### config.mk
export PLATFORM = sky130hd
export DESIGN_NAME = conv_layer_driver
export DESIGN_NICKNAME = d
export VERILOG_FILES = /design/src/rtl/conv_layer_driver.sv
export SDC_FILE = /design/constraint.sdc
export NUM_CORES = 1
export LEC_CHECK = 0
export CAP_MARGIN = 20
export CORE_ASPECT_RATIO = 1.75
export CORE_MARGIN = 5
export CORE_UTILIZATION = 40
export CTS_CLUSTER_SIZE = 24
export DETAILED_ROUTE_END_ITERATION = 10
export PLACE_DENSITY_LB_ADDON = 0.3
export SYNTH_ARGS = -nofsm -noshare
export SYNTH_HDL_FRONTEND = slang
export SYNTH_SLANG_ARGS = --single-unit
### constraint.sdc
create_clock -name clk -period 3.5 [get_ports clk]
set_clock_uncertainty 0.2 [all_clocks]
set_input_delay 0.7 -clock clk [delete_from_list [all_inputs] [get_ports clk]]
set_output_delay 0.7 -clock clk [all_outputs]
set_load 0.005 [all_outputs]
### src/rtl/conv_layer_driver.sv
// Drives a 15-product / 5-accumulate 1-D convolution (7-wide image, 3-tap filter)
// through an external conv layer and captures its five results locally.
module conv_layer_driver #(
    parameter int RD_LAT = 1
) (
    input  logic       clk,
    input  logic       rst_n,
    input  logic       LoadEn,
    input  logic       LoadSel,
    input  logic [2:0] LoadAddr,
    input  logic [3:0] LoadData,
    input  logic       Go,
    output logic       Busy,
    output logic       Done,
    output logic       Start,
    output logic [3:0] Image,
    output logic [3:0] Filter,
    output logic       ReadEn,
    input  logic [9:0] ConvResult,
    input  logic [2:0] ResAddr,
    output logic [9:0] ResData
);
    localparam int DATA_W = 4;
    localparam int COEF_W = 4;
    localparam int RES_W  = 10;
    localparam int N_IMG  = 7;
    localparam int N_FLT  = 3;
    localparam int N_RES  = 5;

    typedef enum logic [2:0] {
        IDLE,
        MULT,
        GAP,
        READ,
        DRAIN,
        DONE
    } stateT;

    stateT state, stateNext;

    logic [DATA_W-1:0] img [0:N_IMG-1];
    logic [COEF_W-1:0] flt [0:N_FLT-1];
    logic [RES_W-1:0]  res [0:N_RES-1];

    logic [3:0]        multCnt;
    logic [2:0]        kIdx;
    logic [1:0]        jIdx;
    logic [2:0]        readCnt;
    logic [2:0]        capIdx;
    logic [RD_LAT-1:0] rdVld_p;
    logic              capHit;
    logic [2:0]        imgIdx;

    assign capHit = rdVld_p[RD_LAT-1];
    assign imgIdx = kIdx + {1'b0, jIdx};

    always_ff @(posedge clk or negedge rst_n) begin
        if (!rst_n) begin
            state <= IDLE;
        end else begin
            state <= stateNext;
        end
    end

    always_comb begin
        stateNext = state;
        case (state)
            IDLE:  if (Go) stateNext = MULT;
            MULT:  if (multCnt == 4'd14) stateNext = GAP;
            GAP:   stateNext = READ;
            READ:  if (readCnt == 3'd4) stateNext = DRAIN;
            // Look ahead at the final capture so DONE follows it directly.
            DRAIN: if (capIdx == 3'd5 || (capHit && capIdx == 3'd4)) stateNext = DONE;
            DONE:  stateNext = IDLE;
            default: stateNext = IDLE;
        endcase
    end

    always_comb begin
        Busy   = (state != IDLE);
        Done   = (state == DONE);
        Start  = 1'b0;
        ReadEn = 1'b0;
        Image  = '0;
        Filter = '0;
        if (state == MULT) begin
            Start  = 1'b1;
            Image  = img[imgIdx];
            Filter = flt[jIdx];
        end
        if (state == READ) begin
            ReadEn = 1'b1;
        end
    end

    assign ResData = (ResAddr < 3'd5) ? res[ResAddr] : '0;

    // MULT walks p = 3k + j; READ walks the five result slots.
    always_ff @(posedge clk or negedge rst_n) begin
        if (!rst_n) begin
            multCnt <= '0;
            kIdx    <= '0;
            jIdx    <= '0;
            readCnt <= '0;
        end else begin
            if (state == MULT) begin
                multCnt <= multCnt + 4'd1;
                if (jIdx == 2'd2) begin
                    jIdx <= '0;
                    kIdx <= kIdx + 3'd1;
                end else begin
                    jIdx <= jIdx + 2'd1;
                end
            end else begin
                multCnt <= '0;
                kIdx    <= '0;
                jIdx    <= '0;
            end
            readCnt <= (state == READ) ? readCnt + 3'd1 : 3'd0;
        end
    end

    always_ff @(posedge clk or negedge rst_n) begin
        if (!rst_n) begin
            for (int i = 0; i < N_IMG; i++) img[i] <= '0;
            for (int i = 0; i < N_FLT; i++) flt[i] <= '0;
        end else if (state == IDLE && LoadEn) begin
            if (!LoadSel && LoadAddr < 3'd7) begin
                img[LoadAddr] <= LoadData;
            end
            if (LoadSel && LoadAddr < 3'd3) begin
                flt[LoadAddr[1:0]] <= LoadData;
            end
        end
    end

    // Read-valid delay line: stage RD_LAT-1 lines up with ConvResult.
    always_ff @(posedge clk or negedge rst_n) begin
        if (!rst_n) begin
            rdVld_p <= '0;
            capIdx  <= '0;
            for (int i = 0; i < N_RES; i++) res[i] <= '0;
        end else begin
            rdVld_p <= RD_LAT'({rdVld_p, ReadEn});
            if (state == IDLE && Go) begin
                capIdx <= '0;
            end else if (capHit && capIdx < 3'd5) begin
                res[capIdx] <= ConvResult;
                capIdx      <= capIdx + 3'd1;
            end
        end
    end

endmodule

== Word level (Yosys, flattened, before mapping) ==
Index checks and enable logic that the tools add are counted.
Storage, ports and cells
  output and inout port bits: 22
  register bits: 109
  word-level logic and storage cells: 117
  input port bits: 25
Cells by class
  $add $sub $neg: 6
  muxes and demuxes: 36
  equality and inequality tests: 15
  reduce and logical (&&, ||, !) cells: 18
  bitwise gates (word level): 7
  order comparisons: 13
Operator list (count)
  bitwise mux 50 bit: 1
  2-to-1 mux 10 bit: 4
  2-to-1 mux 4 bit: 9
  binary-select mux 10 bit (select 3 bit): 1
  demux 10 bit (select 3 bit): 1
  bitwise mux 28 bit: 1
  2-to-1 mux 3 bit: 9
  >= comparator 4 bit (second input constant): 4
  inverter 3 -> 4 bit: 4
  == test 3 bit (second input constant): 5
  one-hot mux 3 bit (5 select lines): 1
  binary-select mux 4 bit (select 3 bit): 1
  bitwise mux 12 bit: 1
  demux 4 bit (select 3 bit): 1
  adder 3 x 1 -> 3 bit (second input constant): 3
  logical AND 1 bit: 9
  < comparator 3 bit (second input constant): 3
  binary-select mux 4 bit (select 2 bit): 1
  demux 4 bit (select 2 bit): 1
  < comparator 4 x 1 -> 1 bit (second input constant): 2
  inequality test 2 bit (second input constant): 4
  == test 3 x 2 -> 1 bit (second input constant): 2
  >= comparator 3 bit (second input constant): 2
  inverter 2 -> 3 bit: 2
  19 further kinds: 23

== Logic depth before layout (Yosys ltp) ==
Gate-level depths: netlist of run 1.
  depth after elaboration: 6
  gate-level depth with buffers: 8
  mapped depth without buffers: 7

== Worst setup path before layout of run 1 ==
OpenSTA, ideal clock, no wires.
  path kind: register -> output
  start point: reg kIdx[0]
  end point: out Image[0]
  data required time: 2600 ps
  path slack: 647 ps
  stages on the path, launching flop included: 9
  arrival time: 1953 ps
  buffers on the path: 1
  cell sequence: dfrtp_1 -> ha_1 -> inv_1 -> fa_1 -> xor2_1 -> clkbuf_1 -> nand2_1 -> and3_1 -> nor4_1
On the way
  longest elaborated chain between the ends: 6
RTL lines
  from (decl): RTL line 46  | logic [2:0] kIdx;
  from (signal assigned): RTL line 110  | kIdx <= kIdx + 3'd1;
  adder 3 x 2 -> 3 bit: RTL line 55  | assign imgIdx = kIdx + {1'b0, jIdx};
  inverter 3 -> 4 bit (implied by the code): RTL line 88  | Image = img[imgIdx];
  binary-select mux 4 bit (select 3 bit): RTL line 88
  2-to-1 mux 4 bit (implied by the code) (2 in a row): RTL line 88
  2-to-1 mux 4 bit: RTL line 86  | if (state == MULT) begin
  to (decl): RTL line 16  | output logic [3:0] Image,
Every way passes these cells. The select of a mux whose other input is x is not followed.

== Final worst setup path of run 1 ==
  start point: reg kIdx[0]
  end point: out Image[1]
The elaborated chain is that of the path after synthesis.

==> metrics list, run 1 <==
* Result of the run: complete, no violations
- The floorplan step set the die width to approximately 96 um.
* Number of cells on the worst reg-to-reg path: 3
* Main area contributors after synthesis: sky130_fd_sc_hd__dfrtp_1 53%, sky130_fd_sc_hd__mux2_2 21%, sky130_fd_sc_hd__mux4_2 4.4%
- Start of the worst register-to-register path: state[2]
* DR WL/cell: between 15 and 20 um
- Crit share post-route: between 90% and 100%
- Worst-case clock buffer depth: 2
- STA classifies the critical path endpoint as an output pin.
* Number of buffers added on ports: 46
* Min setup slack post-route: approximately 140 ps
- Setup crit start kind: register
- Via count of the first global-routing pass: about 3,600
* Number of synthesis warnings: 0
- Clock sink total: between 100 and 150
* Number of register bits inferred by synthesis: approximately 110
- Summed over all layers, the global routing overflow is 0.
- The most critical setup path has its endpoint at Image[1].
* NumNets Final: roughly 500
- Std-Cell Rows: 55
* Number of enable flip-flop cells after synthesis: 0
- Measured against its own limit, the worst slew margin works out to ~57%.
- Power spread over the standard cell area amounts to 697.4 nW/um2.
* Arrival time at the worst endpoint: 2460 ps
* Max-slew violation count: 0
* Synthesis-to-finish area growth: 21.02%
- The mapped netlist covers roughly 5200 um2.
* Effective utilization at floorplan: around two fifths
- In this run the vertical extent of the chip is about 160 um.
- The worst hold path belongs to the class in -> async.
* Achievable frequency: between 0.2 and 0.3 GHz
- Number of nets produced by synthesis: 440
- Top post-synthesis cells by count: 109 x sky130_fd_sc_hd__dfrtp_1, 94 x sky130_fd_sc_hd__mux2_2, 31 x sky130_fd_sc_hd__nand2_1
* Aggregate negative setup slack: 0 ps
- Final worst path period need: 3365 ps
- The first global-routing pass estimated around 18,000 um of wire.
- In this run the critical register-to-register path is captured at res[7].
- At the placement stage, the worst setup path has a slack of about 16 ps.
- Ratio of cells with drive above 1 in the final layout: between 30% and 40%
- R2R setup slack: approximately 1300 ps
- The detailed router finished its first iteration with 68 violations.
- The HPWL after detailed placement is a little over 8000 um.
- Most frequent cell after synthesis: sky130_fd_sc_hd__dfrtp_1
- The pre-antenna-repair detailed-routing pass consisted of 4 iterations.
* Most used DFF post-synth: sky130_fd_sc_hd__dfrtp_1
- 0 antenna diodes ended up in the layout.
- After detailed placement, the design holds a cell count of 619.
- Total leakage power: between 2 and 3 nW
* Critical path class: reg -> out
* CTS H-tree lvls: 3
- At the end of routability-driven placement, the weighted congestion stood at 0.9790.
* Antenna Violating Nets Remaining: 0
- Worst-Margin Slew: ~650 ps
- Global-route usage over all layers: 15.31%
- Via count of the routed design: ~3,300
* Area inside the core boundary: roughly 13,000 um2
- Buffers inserted during clock tree synthesis total 9.
- Number of maximum-capacitance constraint violations: 0
- Across all hold checks on the routed design, the worst slack comes to approximately 140 ps.
- At the worst endpoint, the required time is about 2600 ps.
- Largest fanout on the critical path: 6
- DRC errors left: 0
- Setup repair after global routing left no endpoint under its margin.
- Clock latency reported for the late side of the worst-skew pair: roughly 340 ps
- The most critical setup path has its startpoint at kIdx[0].
* CTS tree: yes
- CTS root buf: sky130_fd_sc_hd__clkbuf_16
* Number of buffers inserted by hold repair at cts: 0
- Antenna violations before repair: 0
- Fraction of synthesis flops using an asynchronous set or reset pin: 100.0%
- Final cell count without fillers: around 640
* Top-level port count: 47
- Total Routed Length: ~11,000 um
- Cell accounting for the most synthesized area: sky130_fd_sc_hd__dfrtp_1
* Average instance area after synthesis: 12.74 um2
* Final setup fails: 0
- Floorplan die area: approximately 15,000 um2
* Area share of the leading cell type in the synthesized netlist: about 53%
- VDD IR max: approximately 450 uV
- Post-synthesis cell type count: 43
* Clk slew on worst S/H paths: around 70 ps
- Post-synthesis sequential area ratio: between 50% and 60%
- Count of mapped cells out of synthesis: approximately 410
* Final hold vios: 0
* Number of vias per cell after detailed routing: slightly above 5
- Maximum number of pins on one net before global-route repair: about 70
## how the worst min path moves through the flow
stage	depth (start not counted)	startpoint	to	slack (ps)
after global routing	1	rst_n	res[0]	180
after floorplan	0	rst_n	capHit	200
after CTS	1	rst_n	res[0]	160
after global placement	1	readCnt[0]	readCnt[0]	240
final	1	rst_n	res[0]	140
after detailed placement	1	readCnt[0]	readCnt[0]	260
## registers in the layout, summed over array words and instances (netlist names)
signal / count
res: 50
img: 28
flt: 12
multCnt: 4
capIdx: 3
kIdx: 3
readCnt: 3
state: 3
jIdx: 2
capHit: 1
## cells by family after synthesis
kind of cell,after synthesis,share of synthesized area [%]
and+or+nand+nor,100,10.67
adders and majority gates,10,2.570
DFF,109,52.86
xor gates and xnor gates,7,1.188
muxes,108,25.65
AOI/OAI and AO/OA,34,4.244
buffers and inverters,37,2.813
## worst max-delay path, stage by stage, from the launching register on
cell	delay [ps]
sky130_fd_sc_hd__dfrtp_1	410
sky130_fd_sc_hd__ha_1	210
sky130_fd_sc_hd__inv_1	70
sky130_fd_sc_hd__fa_2	500
sky130_fd_sc_hd__nor2b_1	190
sky130_fd_sc_hd__and3_1	180
sky130_fd_sc_hd__nor4_1	290
sky130_fd_sc_hd__dlygate4sd2_1	280
## where the power goes
group,internal (mW),switching [mW],total [mW]
Combinational,0.813,0.636,1.45
Clock,0.576,0.452,1.03
Sequential,1.64,0.240,1.88
## per-layer routing
layer	part of all wire (%)	vias to the layer above	wire [um]	GRT usage (%)
met5	0	-	0	0
met4	2.5	0	272	5.894
met3	3.9	21	420	3.629
met2	56	84	6037	27.30
met1	38	1666	4080	17.12
li1	-	1537	-	-
## cells in the final DEF (no fill, tap or decap), types with 2 or more instances in the layout
cell / instances
sky130_fd_sc_hd__inv_1: 22
sky130_fd_sc_hd__nand3_1: 5
sky130_fd_sc_hd__and2_1: 6
sky130_fd_sc_hd__mux4_2: 10
sky130_fd_sc_hd__clkdlybuf4s50_1: 41
sky130_fd_sc_hd__clkinv_4: 2
sky130_fd_sc_hd__a221oi_1: 3
sky130_fd_sc_hd__and3_1: 5
sky130_fd_sc_hd__xnor2_1: 3
sky130_fd_sc_hd__mux2i_1: 4
sky130_fd_sc_hd__or3_1: 2
sky130_fd_sc_hd__mux2_2: 94
sky130_fd_sc_hd__nand2b_1: 3
sky130_fd_sc_hd__nand2_1: 31
sky130_fd_sc_hd__ha_1: 9
sky130_fd_sc_hd__buf_4: 13
sky130_fd_sc_hd__buf_12: 2
sky130_fd_sc_hd__dlygate4sd2_1: 4
sky130_fd_sc_hd__o21ai_0: 12
sky130_fd_sc_hd__nor4_1: 3
sky130_fd_sc_hd__dfrtp_1: 109
sky130_fd_sc_hd__a211oi_1: 3
sky130_fd_sc_hd__nand3_2: 3
sky130_fd_sc_hd__nor2b_1: 4
sky130_fd_sc_hd__clkbuf_16: 9
sky130_fd_sc_hd__xor2_1: 2
sky130_fd_sc_hd__nor2_1: 26
sky130_fd_sc_hd__a21oi_1: 8
## through the flow
stage	util (%)	power [mW]	cell area (um2)
after global routing	48.79	4.640	6245
final	48.79	4.355	6245
after global placement	45.97	3.289	5884
after floorplan	-	2.769	5160
after CTS	48.43	4.366	6198
after detailed placement	45.97	3.347	5884
## cell type report
cell class | count | area (um2)
Clock buffer | 11 | 242.7
Clock inverter | 5 | 60.06
Fill cell | 1173 | 6555
Inverter | 22 | 82.58
Multi-Input combinational cell | 259 | 2330
Sequential cell | 109 | 2728
Tap cell | 171 | 214.0
Timing Repair Buffer | 61 | 588.1
## what timing repair did
item,4_1_cts,5_1_grt
endpoints found under the setup margin,4,4
pin swaps,4,2
gates resized for setup,7,6
gates cloned,0,1
buffers inserted,0,2
Note: power is estimated with default switching activity, not from simulation.
==> run 2, diff against run 1 <==
CTS_BUF_LIST = sky130_fd_sc_hd__clkbuf_4 sky130_fd_sc_hd__clkbuf_8 sky130_fd_sc_hd__clkbuf_16   (was unset)
GPL_TIMING_DRIVEN = 1   (was unset)
SLEW_MARGIN = 20   (was unset)
==> run 2 against run 1 <==
Against the previous run:
- critical path depth down 1
- worst setup slack better by 4.0 ps
- sequential power about the same
- non-clock buffer count unchanged
- cell area about the same
- sequential share of layout area about the same
- critical path type is now in -> out
==> metrics list, run 2 (synthesis results as in run 1) <==
- RSZ-0062 raised after global routing: no
* VDD IR max: 453.5 uV (about the same)
- Commonest non-fill, non-tap cells in the layout: 109 x sky130_fd_sc_hd__dfrtp_1, 94 x sky130_fd_sc_hd__mux2_2, 41 x sky130_fd_sc_hd__clkdlybuf4s50_1
- The die span in x is 95.86 um (unchanged).
- The worst hold path belongs to the class in -> async.
- Effective utilization at floorplan: 40.31% (unchanged)
- The buffer levels on the longest clock path is 2 (unchanged).
- The maximum number of pins on one net before global-route repair is 68 (unchanged).
- The relative contribution of the clock network to total power was 23.8% (+0.2 points).
- Top-level port count: 47 (unchanged)
* Worst-Margin Slew: 645.9 ps (+0.5080 ps)
* Largest stage delay on the critical path: 500 ps (about the same)
- Sequential cell fraction of total power: 43.1% (about the same)
- Power Internal: 3.035 mW (+0.24%)
- The clock latency on the worst-skew pair is 340 ps (about the same).
* Worst slack at placement: 15.94 ps (unchanged)
- The final-layout fill cell count was 1,172 (-0.085%).
- Ratio of cells with drive above 1 in the final layout: 32.55% (+0.21 points)
- Clock sink total: 109 (unchanged)
* Antenna Violating Nets Remaining: 0 (unchanged)
- Clk slew on worst S/H paths: 70 ps (about the same)
* P_sw: 1.324 mW (-0.20%)
- The maximum fanout count along the critical path is 11 (+5).
- DR WL/cell: 16.91 um (-0.18%)
* Achievable frequency: 0.2976 GHz (+0.12%)
- Clock tree synthesis selected as its root buffer the cell sky130_fd_sc_hd__clkbuf_16.
- The final critical path time including I/O delays and setup came to 3361 ps (-3.978 ps).
- The total number of vias came to 3,314 (+0.18%).
* Arrival time at the worst endpoint: 2460 ps (about the same)
* Via count of the first global-routing pass: 3,609 (unchanged)
- The via-per-instance ratio came to 5.194 (+0.18%).
- Final hold vios: 0 (unchanged)
* Critical Path Slowest Stage Cell: sky130_fd_sc_hd__clkdlybuf4s50_1
- Data required time at the worst endpoint: 2600 ps (about the same)
- Total leakage power: 2.867 nW (+0.12%)
* Relative slew slack: 56.85% (about the same)
- The placed wire-length estimate was 8187 um (unchanged).
- The number of slew-limit violations in the final report was 0 (unchanged).
- Critical path class: in -> out
- The die height came to 160.3 um (unchanged).
* Final cell count without fillers: 638 (unchanged)
- Gr ovfl total: 0 (unchanged)
- The number of antenna violations at the first check in global routing came to 0 (unchanged).
* Synthesis-to-finish area growth: 21.10% (about the same)
- First-pass iteration count of the detailed router: 4 (unchanged)
* CTS H-tree lvls: 3 (unchanged)
- The sum of negative setup slack came to 0 ps (unchanged).
- Number of buffers added on ports: 46 (unchanged)
- STA classifies the critical path startpoint as an input port.
- Most common cell after layout, fill and taps aside: sky130_fd_sc_hd__dfrtp_1
- The number of buffers added to fix hold violations after cts was 0 (unchanged).
* Clock buffer count from CTS: 9 (unchanged)
* Total chip power: 4.359 mW (+0.10%)
- Register with the highest flop count: res
- Crit share post-route: 96.02% (-0.11 points)
* Total power divided by cell area: 697.7 nW/um2 (about the same)
- The utilization after layout is 48.82% (about the same).
- Largest register FFs: 50 (unchanged)
- Area inside the core boundary: 12,800 um2 (unchanged)
- The wire length of the first global-routing pass came to 18,220 um (unchanged).
- Among cell families on the critical path, the largest total delay comes from buffers and inverters.
- Cells traversed along the worst timing path: clkdlybuf4s50_1 -> buf_12 -> mux4_2 -> inv_1 -> o21ai_0 -> clkdlybuf4s50_1
- In the final layout, the registers with the most flip-flops are res x50, img x28, flt x12.
* Std-Cell Rows: 55 (unchanged)
- Switching share of power: 30.38% (-0.093 points)
- Min setup slack post-route: 139.4 ps (+3.978 ps)
- The part of the power in combinational logic came to 33.2% (about the same).
- Initial DRC count: 77 (+13%)
* Result of the run: complete, no violations
* Kind of end point of the critical path: output pin
- The overall fraction of global-route tracks in use came to 15.31% (unchanged).
- The die area was 15,360 um2 (unchanged).
- DRC errors left: 0 (unchanged)
- Final setup fails: 0 (unchanged)
- The number of buffers and inverters on the critical path came to 4 (+2).
* Total Routed Length: 10,790 um (-0.18%)
- TritonCTS built the clock tree.
- Gpl congestion: 0.9790 (unchanged)
- NumNets Final: 497 (unchanged)
- The number of diodes came to 0 (unchanged).
- Counting stages on the worst path, the most repeated cell is sky130_fd_sc_hd__clkdlybuf4s50_1.
* Number of maximum-capacitance constraint violations: 0 (unchanged)
- Placed Instances: 619 (unchanged)
==> run 2: routing by layer <==
layer / up-vias / global-route usage (%) / wire [um]
met3: 21 / 3.629 / 412
met5: - / 0 / 0
met4: 0 / 5.894 / 281
met1: 1679 / 17.12 / 4073
met2: 78 / 27.30 / 6024
li1: 1536 / - / -
==> run 2: worst reg2reg max path: cells and delay by family (launching register included) <==
family           cells  cell delay [ps]
and+or+nand+nor      2             1040
DFF                  1              490
muxes                1              410
==> run 2: per-stage QoR <==
step	hold slack (ps)	cell area, um2
floorplan	204.4	5160
global placement	244.2	5884
detailed placement	258.5	5884
CTS	156.5	6202
global route	180.6	6248
finish	142.1	6248
==> run 2: final timing paths <==
kind | start | end | slack, ps | depth (start not counted)
worst max register to register | state[2] | res[7] | 1250 | 3
max in group asynchronous | rst_n | state[0] | 2210 | 2
worst min-delay path | rst_n | res[0] | 140 | 1
min in group clk | readCnt[0] | readCnt[0] | 260 | 1
worst max-delay path | ResAddr[0] | ResData[2] | 140 | 6
worst min register to register | readCnt[0] | readCnt[0] | 260 | 1
==> run 2: power groups by stage <==
stage               clock [mW]  sequential [mW]  combinational, mW
global placement             0             1.88               1.41
detailed placement           0             1.90               1.45
global route              1.12             1.92               1.61
finish                    1.04             1.88               1.45
floorplan                    0             1.81              0.958
CTS                       1.06             1.88               1.43
==> run 2: final cells by class <==
type	instances	area (um2)	area share [%]
Sequential cell	109	2728	43.65
Multi-Input combinational cell	259	2330	37.28
Timing Repair Buffer	61	588.1	9.411
Clock buffer	11	246.5	3.945
Tap cell	171	214.0	3.424
Inverter	22	82.58	1.322
Clock inverter	5	60.06	0.9612
==> run 2: timing repair <==
action / CTS / global route
cloned: 0 / 1
setup buffers: 0 / 2
gates resized for setup: 7 / 6
pin swaps: 4 / 2
setup endpoints to repair: 4 / 4
